<file path="config.mk">
export PLATFORM = sky130hd
export DESIGN_NAME = wb_queue
export DESIGN_NICKNAME = d
export VERILOG_FILES = /design/src/rtl/wb_queue.sv
export SDC_FILE = /design/constraint.sdc
export NUM_CORES = 1
export LEC_CHECK = 0
export ABC_CLOCK_PERIOD_IN_PS = 3700
export BUFFER_PORTS_ARGS = -buffer_cell sky130_fd_sc_hd__clkbuf_2
export CAP_MARGIN = 25
export CORE_MARGIN = 4
export CORE_UTILIZATION = 45
export CTS_BUF_LIST = sky130_fd_sc_hd__clkbuf_8
export DETAILED_ROUTE_END_ITERATION = 10
export HOLD_SLACK_MARGIN = 0.15
export PLACE_DENSITY = 0.65
export SYNTH_ARGS = -nofsm -noshare
export SYNTH_HDL_FRONTEND = slang
export SYNTH_SLANG_ARGS = --single-unit
</file>
<file path="constraint.sdc">
create_clock -name clk -period 3.7 [get_ports clk]
set_input_delay 0.74 -clock clk [delete_from_list [all_inputs] [get_ports clk]]
set_output_delay 0.74 -clock clk [all_outputs]
set_load 0.005 [all_outputs]
</file>
<file path="src/rtl/wb_queue.sv">
// Write-back queue: in-order circular FIFO that feeds the register-file write port.
// It forwards the youngest pending value for two lookup addresses.

module wb_fwd_port #(
  parameter int DW    = 32,
  parameter int AW    = 5,
  parameter int DEPTH = 4
) (
  input  logic [AW-1:0]              addr,
  input  logic [DEPTH-1:0]           occ,
  input  logic [DEPTH-1:0][AW-1:0]   dest,
  input  logic [DEPTH-1:0][DW-1:0]   data,
  output logic                       hit,
  output logic [DW-1:0]              hit_data
);
  // Entries arrive sorted oldest-first, so the last match in the loop is the youngest.
  always_comb begin
    hit      = 1'b0;
    hit_data = '0;
    for (int i = 0; i < DEPTH; i++) begin
      if (occ[i] && (addr != '0) && (dest[i] == addr)) begin
        hit      = 1'b1;
        hit_data = data[i];
      end
    end
  end
endmodule

module wb_queue #(
  parameter int DATA_WIDTH    = 32,
  parameter int ADDRESS_WIDTH = 5,
  parameter int DEPTH         = 4
) (
  input  logic                       clk,
  input  logic                       rst,
  input  logic                       in_valid,
  output logic                       in_ready,
  input  logic [ADDRESS_WIDTH-1:0]   in_dest,
  input  logic [DATA_WIDTH-1:0]      in_data,
  input  logic                       wb_hold,
  output logic                       rg_wrt_en,
  output logic [ADDRESS_WIDTH-1:0]   rg_wrt_dest,
  output logic [DATA_WIDTH-1:0]      rg_wrt_data,
  input  logic [ADDRESS_WIDTH-1:0]   fwd_addr1,
  input  logic [ADDRESS_WIDTH-1:0]   fwd_addr2,
  output logic                       fwd_hit1,
  output logic                       fwd_hit2,
  output logic [DATA_WIDTH-1:0]      fwd_data1,
  output logic [DATA_WIDTH-1:0]      fwd_data2,
  output logic [$clog2(DEPTH):0]     count,
  output logic [15:0]                wr_total
);
  localparam int PW = $clog2(DEPTH);
  localparam int CW = PW + 1;
  localparam int NUM_FWD = 2;

  logic [DEPTH-1:0][ADDRESS_WIDTH-1:0] q_dest;
  logic [DEPTH-1:0][DATA_WIDTH-1:0]    q_data;
  logic [PW-1:0]                       head, tail;
  logic                                enq, deq;

  assign in_ready    = (count != CW'(DEPTH));
  assign enq         = in_valid && in_ready && (in_dest != '0);
  assign rg_wrt_en   = (count != '0) && !wb_hold;
  assign deq         = rg_wrt_en;
  assign rg_wrt_dest = (count != '0) ? q_dest[head] : '0;
  assign rg_wrt_data = (count != '0) ? q_data[head] : '0;

  always_ff @(posedge clk or negedge rst) begin
    if (!rst) begin
      head     <= '0;
      tail     <= '0;
      count    <= '0;
      wr_total <= '0;
    end else begin
      if (enq) tail <= tail + 1'b1;
      if (deq) head <= head + 1'b1;
      case ({enq, deq})
        2'b10:   count <= count + 1'b1;
        2'b01:   count <= count - 1'b1;
        default: count <= count;
      endcase
      if (deq && (wr_total != 16'hFFFF)) wr_total <= wr_total + 16'd1;
    end
  end

  // Payload storage needs no reset: occupancy is tracked solely by count.
  always_ff @(posedge clk) begin
    if (enq) begin
      q_dest[tail] <= in_dest;
      q_data[tail] <= in_data;
    end
  end

  // Rotate storage into age order (index 0 = head) for the lookup ports.
  logic [DEPTH-1:0]                    age_occ;
  logic [DEPTH-1:0][ADDRESS_WIDTH-1:0] age_dest;
  logic [DEPTH-1:0][DATA_WIDTH-1:0]    age_data;

  always_comb begin
    age_occ  = '0;
    age_dest = '0;
    age_data = '0;
    for (int i = 0; i < DEPTH; i++) begin
      age_occ[i]  = (CW'(i) < count);
      age_dest[i] = q_dest[head + PW'(i)];
      age_data[i] = q_data[head + PW'(i)];
    end
  end

  logic [NUM_FWD-1:0][ADDRESS_WIDTH-1:0] fwd_addr;
  logic [NUM_FWD-1:0]                    fwd_hit;
  logic [NUM_FWD-1:0][DATA_WIDTH-1:0]    fwd_data;

  assign fwd_addr = {fwd_addr2, fwd_addr1};

  genvar g;
  generate
    for (g = 0; g < NUM_FWD; g++) begin : g_fwd
      wb_fwd_port #(.DW(DATA_WIDTH), .AW(ADDRESS_WIDTH), .DEPTH(DEPTH)) u_port (
        .addr     (fwd_addr[g]),
        .occ      (age_occ),
        .dest     (age_dest),
        .data     (age_data),
        .hit      (fwd_hit[g]),
        .hit_data (fwd_data[g])
      );
    end
  endgenerate

  assign fwd_hit1  = fwd_hit[0];
  assign fwd_hit2  = fwd_hit[1];
  assign fwd_data1 = fwd_data[0];
  assign fwd_data2 = fwd_data[1];
endmodule
</file>
==> impl_metrics.tcl, run 1 <==
set metrics [dict create \
    status "finished, violations left" \
    violations "negative setup slack" \
    p_leak_nw 5.89 \
    synth_area_leaders "edfxtp_1, mux4_2, mux2i_1" \
    worstPathMaxFanout 7 \
    comb_power_share 0.668 \
    core_region_area_um2 26100 \
    multiInputGateArea_um2 7030 \
    dr.pass1.iters 6 \
    crit_start "head[0]$_DFFE_PN0P_" \
    seq_area_um2 5030 \
    finalNetCount 1345 \
    yosys_warnings 0 \
    worstSetupPathType "reg -> out" \
    io_buffers 174 \
    tritoncts "built" \
    fin_ws_ps -303 \
    p_seq_frac 0.225 \
    synthTopCellsByCount "edfxtp_1, nand2_1, nor2_1, mux2i_1, a21oi_1" \
    period_needed_ps 4000 \
    die-area_um2 29100 \
    tightestPinTransition_ps 973 \
    drive_above_1_share 0.403 \
    synth_cell_types 55 \
    drc 0 \
    routed_wl_mm 37.3 \
    cts_max_level 4 \
    avgSynthCellArea_um2 11.1 \
    yosysMostFrequentCell "edfxtp_1" \
    grt_max_degree 91 \
    synth.ff_latch_count 171 \
    cpMostUsedCell "buf_12" \
    synth_edf_count 148 \
    rr_startpoint "count[0]$_DFFE_PN0P_" \
    report.final.slew_viol_count 0 \
    skew_ps 14.7 \
    die_x_um 171 \
    ctsRootBufferMaster "clkbuf_8" \
    total_power_w 0.0125 \
    area_delta_synth_final_pct 27.7 \
    syn_inst 1077 \
    syn_nets 1138 \
    swShare 0.445 \
    dr.first_iter.drc_count 945 \
    irDropWorstVdd_mv 0.489 \
    gp_congestion 0.856 \
    endpoint_kind "primary output" \
    synthesis.area_um2 11900 \
    ys.flop_type "edfxtp_1" \
    cp-start-kind "flop" \
    p_switching_w 0.00555 \
    insertion_delay_ps 470 \
    p_per_area_nw_per_um2 820 \
    hold_viol 0 \
    dieHeight_um 171 \
    yosysSeqAreaShare 0.421 \
    n_antenna_cell 0 \
    cts_hold_buf 0 \
    relSlewSlack 0.352 \
    ios 175 \
    via_count 10228 \
    fin_setup_tns_ps -15420 \
    pwr-share-clk 0.107 \
    internal_power_w 0.00693 \
    crit_chain "buf_6 > buf_4 > mux4_2 > xor2_1 > or3_4 > or2_4 > o211ai_4 > buf_12 > buf_12 > o221ai_2 > clkbuf_2" \
    fmax_mhz 250 \
    critPathRequiredTime_ps 2960 \
    cap_violations 0 \
    worst_path_largest_cell_delay_ps 510 \
    grt_overflow 0 \
    antenna_found_initial 1 \
    arrival_ps 3260 \
    gr-usage-all-layers 0.244 \
    initial_utilization 0.457 \
    clockBufferDepth 2 \
    cts.sinks 171 \
    hp-class "in -> async" \
    drt.antenna.violating_nets 0 \
    grt_pass1_vias 9919 \
    ys_async_sr_fraction 0.135 \
    setup_violations 66 \
    wl_per_cell_um 22.9 \
    path_clk_slew_ps 90 \
    fillCellCount 2099 \
    rsz0062_at_grt "true" \
    routed_via_density 6.27 \
    grt_pass1_wl_mm 55.6 \
    yosys.area.top_type "edfxtp_1" \
    timing.final.crit_share 1.08 \
    hpwl_mm 23.5 \
    yosysTopAreaCellShare 0.373 \
    rows 59 \
    cts_buffers 17 \
    slowest_stage "dfrtp_4" \
]
## final timing paths
kind	endpoint	slack [ps]	cells after the start
min in group clk	q_data[47]$_DFFE_PP_	490	1
min reg2reg	wr_total[15]$_DFFE_PN0P_	510	1
max	fwd_data2[15]	-300	11
max reg2reg	wr_total[13]$_DFFE_PN0P_	980	8
min	wr_total[7]$_DFFE_PN0P_	280	1
max in group asynchronous	head[0]$_DFFE_PN0P_	2950	1
## stage by stage
stage	setup slack (ps)	hold WS, ps	instances	util	cell area (µm²)
after detailed placement	62.3	499	1543	0.513	13400
after global routing	-452	295	1632	0.584	15200
after global placement	45.1	479	1543	0.513	13400
after CTS	-277	271	1613	0.563	14700
after floorplan	345	444	1077	-	11900
final	-303	282	1632	0.584	15200
## cell usage in the layout (no fill, tap or decap), drive strengths merged, types with 15 or more instances in the layout
master	Yosys	routed
clkbuf	51	171
dfrtp	23	23
nand3	25	25
a21oi	61	61
o21ai	63	63
mux4	59	59
mux2	46	46
buf	44	130
a2111oi	15	15
a311oi	30	30
edfxtp	148	148
a21o	29	29
mux2i	77	77
inv	11	18
nor2b	37	37
o221ai	29	29
nor2	92	92
xnor2	52	52
nand2	104	104
## repair_timing
action,4_1_cts,5_1_grt
setup endpoints to repair,66,67
cloned,6,7
pin swaps,48,45
endpoints found under the hold margin,0,0
setup buffers,32,16
gates resized for setup,97,90
## sequential cells by signal, indices dropped and copies added (netlist names)
| register | cells |
|---|---|
| wr_total | 16 |
| count | 3 |
| q_data | 128 |
| q_dest | 20 |
| head | 2 |
| tail | 2 |
## power by group through the flow
stage | Combinational, W | Sequential [W] | Clock, W
floorplan | 0.00486 | 0.00274 | 0
global placement | 0.00693 | 0.00286 | 0
detailed placement | 0.00700 | 0.00289 | 0
CTS | 0.00782 | 0.00279 | 0.00136
global route | 0.00897 | 0.00285 | 0.00146
finish | 0.00834 | 0.00281 | 0.00134
## cell families after synthesis
logic type,after synthesis,synth area share
buffers and inverters,107,0.0425
AOI/OAI and AO/OA,241,0.141
xor gates and xnor gates,60,0.0447
and+or+nand+nor,306,0.120
muxes,182,0.220
DFF,171,0.421
adders and majority gates,10,0.0105
## routing by layer
metal,vias up,routed length [µm],track usage
li1,4527,-,-
met1,5123,15200,0.324
met2,494,18400,0.414
met3,82,2870,0.0367
met4,2,901,0.0774
met5,-,12,0
## worst max-delay path: cells and delay by family (launching register included)
kind / cells / cell delay, ps
AND/OR/NAND/NOR: 2 / 670
XOR/XNOR: 1 / 160
AO/OA/AOI/OAI: 2 / 250
multiplexers: 1 / 460
flip-flops: 1 / 510
buffers and inverters: 5 / 750
## final cells by class
class                   instances  area share
flip-flops and latches        171       0.330
inverters                      11     0.00271
well taps                     335      0.0276
clock inverters                15      0.0104
clock buffers                  17      0.0154
repair buffers                284       0.151
multi-input cells             799       0.462
Note: power is estimated with default switching activity, not from simulation.
==> run 2: changes to the inputs <==
--- a/config.mk
+++ b/config.mk
@@ -10,10 +10,12 @@
 export CAP_MARGIN = 25
 export CORE_MARGIN = 4
 export CORE_UTILIZATION = 45
-export CTS_BUF_LIST = sky130_fd_sc_hd__clkbuf_8
+export CTS_BUF_LIST = sky130_fd_sc_hd__clkbuf_4 sky130_fd_sc_hd__clkbuf_8 sky130_fd_sc_hd__clkbuf_16
 export DETAILED_ROUTE_END_ITERATION = 10
+export GPL_TIMING_DRIVEN = 0
 export HOLD_SLACK_MARGIN = 0.15
 export PLACE_DENSITY = 0.65
+export SLEW_MARGIN = 20
 export SYNTH_ARGS = -nofsm -noshare
 export SYNTH_HDL_FRONTEND = slang
 export SYNTH_SLANG_ARGS = --single-unit
==> run 2 against run 1 <==
Net effect:
- global-route usage up 4.5 points
- non-clock buffer count grew 28
- final cell count up 1.7%
- die area stayed put
- first-iteration DRC count increased by 46%
- sequential share of layout area decreased by 0.89 points
- critical path type unchanged
- the run still ends with negative setup slack left
- largest power group unchanged
- hold slack gained 4.5 ps
- via count increased by 5.4%
==> impl_metrics.tcl, run 2 (synthesis gave the netlist of run 1 again) <==
set metrics [dict create \
    fin_ws_ps -408 \
    dr.pass1.iters 6 \
    gr-usage-all-layers 0.289 \
    insertion_delay_ps 440 \
    fin_setup_tns_ps -18600 \
    clockBufferDepth 2 \
    antenna_found_initial 0 \
    worstSetupPathType "reg -> out" \
    drt.antenna.violating_nets 0 \
    irDropWorstVdd_mv 0.423 \
    rr_startpoint "count[0]$_DFFE_PN0P_" \
    rows 59 \
    reg2reg_to "wr_total[13]$_DFFE_PN0P_" \
    cts_hold_buf 0 \
    relSlewSlack 0.429 \
    period_needed_ps 4110 \
    tightestPinTransition_ps 857 \
    finalNetCount 1373 \
    largest_reg_flops 128 \
    drc 0 \
    status "finished, violations left" \
    hold_viol 0 \
    timing.final.crit_share 1.11 \
    gp_congestion 0.907 \
    grt_overflow 0 \
    p_switching_w 0.00640 \
    top_register "q_data" \
    dr.first_iter.drc_count 1381 \
    die-area_um2 29100 \
    ctsRootBufferMaster "clkbuf_16" \
    violations "negative setup slack" \
    hpwl_mm 27.6 \
    cap_violations 0 \
    tritoncts "built" \
    grt_pass1_vias 10814 \
    routed_via_density 6.49 \
    cts.sinks 171 \
    path_clk_slew_ps 70 \
    swShare 0.461 \
    wl_per_cell_um 26.1 \
    via_count 10776 \
    worstPathMaxFanout 7 \
    hp-class "in -> async" \
    utilization 0.599 \
    p_per_area_nw_per_um2 890 \
    internal_power_w 0.00749 \
    initial_utilization 0.457 \
    cp-start-kind "flop" \
    die_x_um 171 \
    core_region_area_um2 26100 \
    routed_wl_mm 43.3 \
    skew_ps 9.46 \
    final_common_cell "clkbuf_2" \
    reg2reg_depth 8 \
    grt_pass1_wl_mm 64.1 \
    ios 175 \
    dieHeight_um 171 \
    r2r_slack_ps 1060 \
    grt_max_degree 38 \
    cts_max_level 4 \
    rsz0062_at_grt "true" \
    fmax_mhz 243 \
    p_seq_frac 0.201 \
    arrival_ps 3370 \
    pwr-share-clk 0.130 \
    area_delta_synth_final_pct 31.0 \
    critPathRequiredTime_ps 2960 \
    cts_buffers 17 \
    report.final.slew_viol_count 0 \
    endpoint_kind "primary output" \
    setup_violations 66 \
    drive_above_1_share 0.418 \
    io_buffers 164 \
    comb_power_share 0.669 \
    p_leak_nw 6.01 \
    final_cell_mix "clkbuf_2, edfxtp_1, nand2_1, nor2_1, mux4_2" \
    largestRegisters "q_data (128), q_dest (20), wr_total (16)" \
]
-- run 2: critical path, stage by stage (launching register included) --
cell	delay, ps
dfrtp_1	360
buf_6	150
buf_12	130
mux4_2	560
xnor2_2	180
nand4_1	270
nor4b_4	370
buf_6	200
buf_12	130
clkbuf_16	150
a311oi_4	40
o21ai_2	240
buf_2	150
-- run 2: area by class of cell --
| type | count | area, µm² |
|---|---|---|
| inverter | 11 | 43.8 |
| clock inverter | 13 | 143 |
| sequential | 171 | 5020 |
| tap | 335 | 419 |
| buffer | 95 | 813 |
| clock buffer | 18 | 433 |
| antenna | 1 | 2.50 |
| multi-input combinational | 799 | 7290 |
| fill | 2083 | 10400 |
| timing repair buffer | 217 | 1450 |
-- run 2: metal layers --
| metal | GRT usage | up-vias | wire [µm] |
|---|---|---|---|
| met5 | 0 | - | 0 |
| met4 | 0.120 | 0 | 1660 |
| met3 | 0.0813 | 145 | 4990 |
| met2 | 0.443 | 806 | 20000 |
| met1 | 0.388 | 5233 | 16700 |
| li1 | - | 4592 | - |
-- run 2: what timing repair did --
item | 4_1_cts | 5_1_grt
gates resized for setup | 221 | 104
pin swaps | 49 | 32
cloned | 6 | 1
setup endpoints to repair | 96 | 97
setup buffers | 37 | 8
-- run 2: worst max path at each step --
stage,startpoint,end,slack (ps),cells after the start
2_1_floorplan,fwd_addr1[0],fwd_data1[31],350,9
6_report,head[0]$_DFFE_PN0P_,fwd_data1[4],-410,12
3_5_place_dp,fwd_addr1[1],fwd_data1[31],-770,10
4_1_cts,head[0]$_DFFE_PN0P_,fwd_data1[4],-330,12
5_1_grt,head[0]$_DFFE_PN0P_,fwd_data2[15],-490,13
3_3_place_gp,head[0]$_DFFE_PN0P_,fwd_data1[31],-860,12
-- run 2: per-stage QoR --
| step | instance area (µm²) | std cells | power, W | hold slack [ps] | setup slack (ps) |
|---|---|---|---|---|---|
| floorplan | 11900 | 1077 | 0.00760 | 444 | 345 |
| global placement | 13200 | 1576 | 0.0101 | 479 | -861 |
| detailed placement | 13200 | 1577 | 0.0102 | 485 | -769 |
| CTS | 15100 | 1650 | 0.0132 | 295 | -328 |
| global route | 15600 | 1659 | 0.0145 | 326 | -489 |
| finish | 15600 | 1660 | 0.0139 | 286 | -408 |
-- run 2: power groups by stage --
stage / combinational (W) / sequential, W / clock (W)
after global placement: 0.00724 / 0.00281 / 0
after detailed placement: 0.00735 / 0.00281 / 0
after CTS: 0.00858 / 0.00278 / 0.00181
final: 0.00930 / 0.00279 / 0.00181
after floorplan: 0.00486 / 0.00274 / 0
after global routing: 0.00980 / 0.00283 / 0.00190
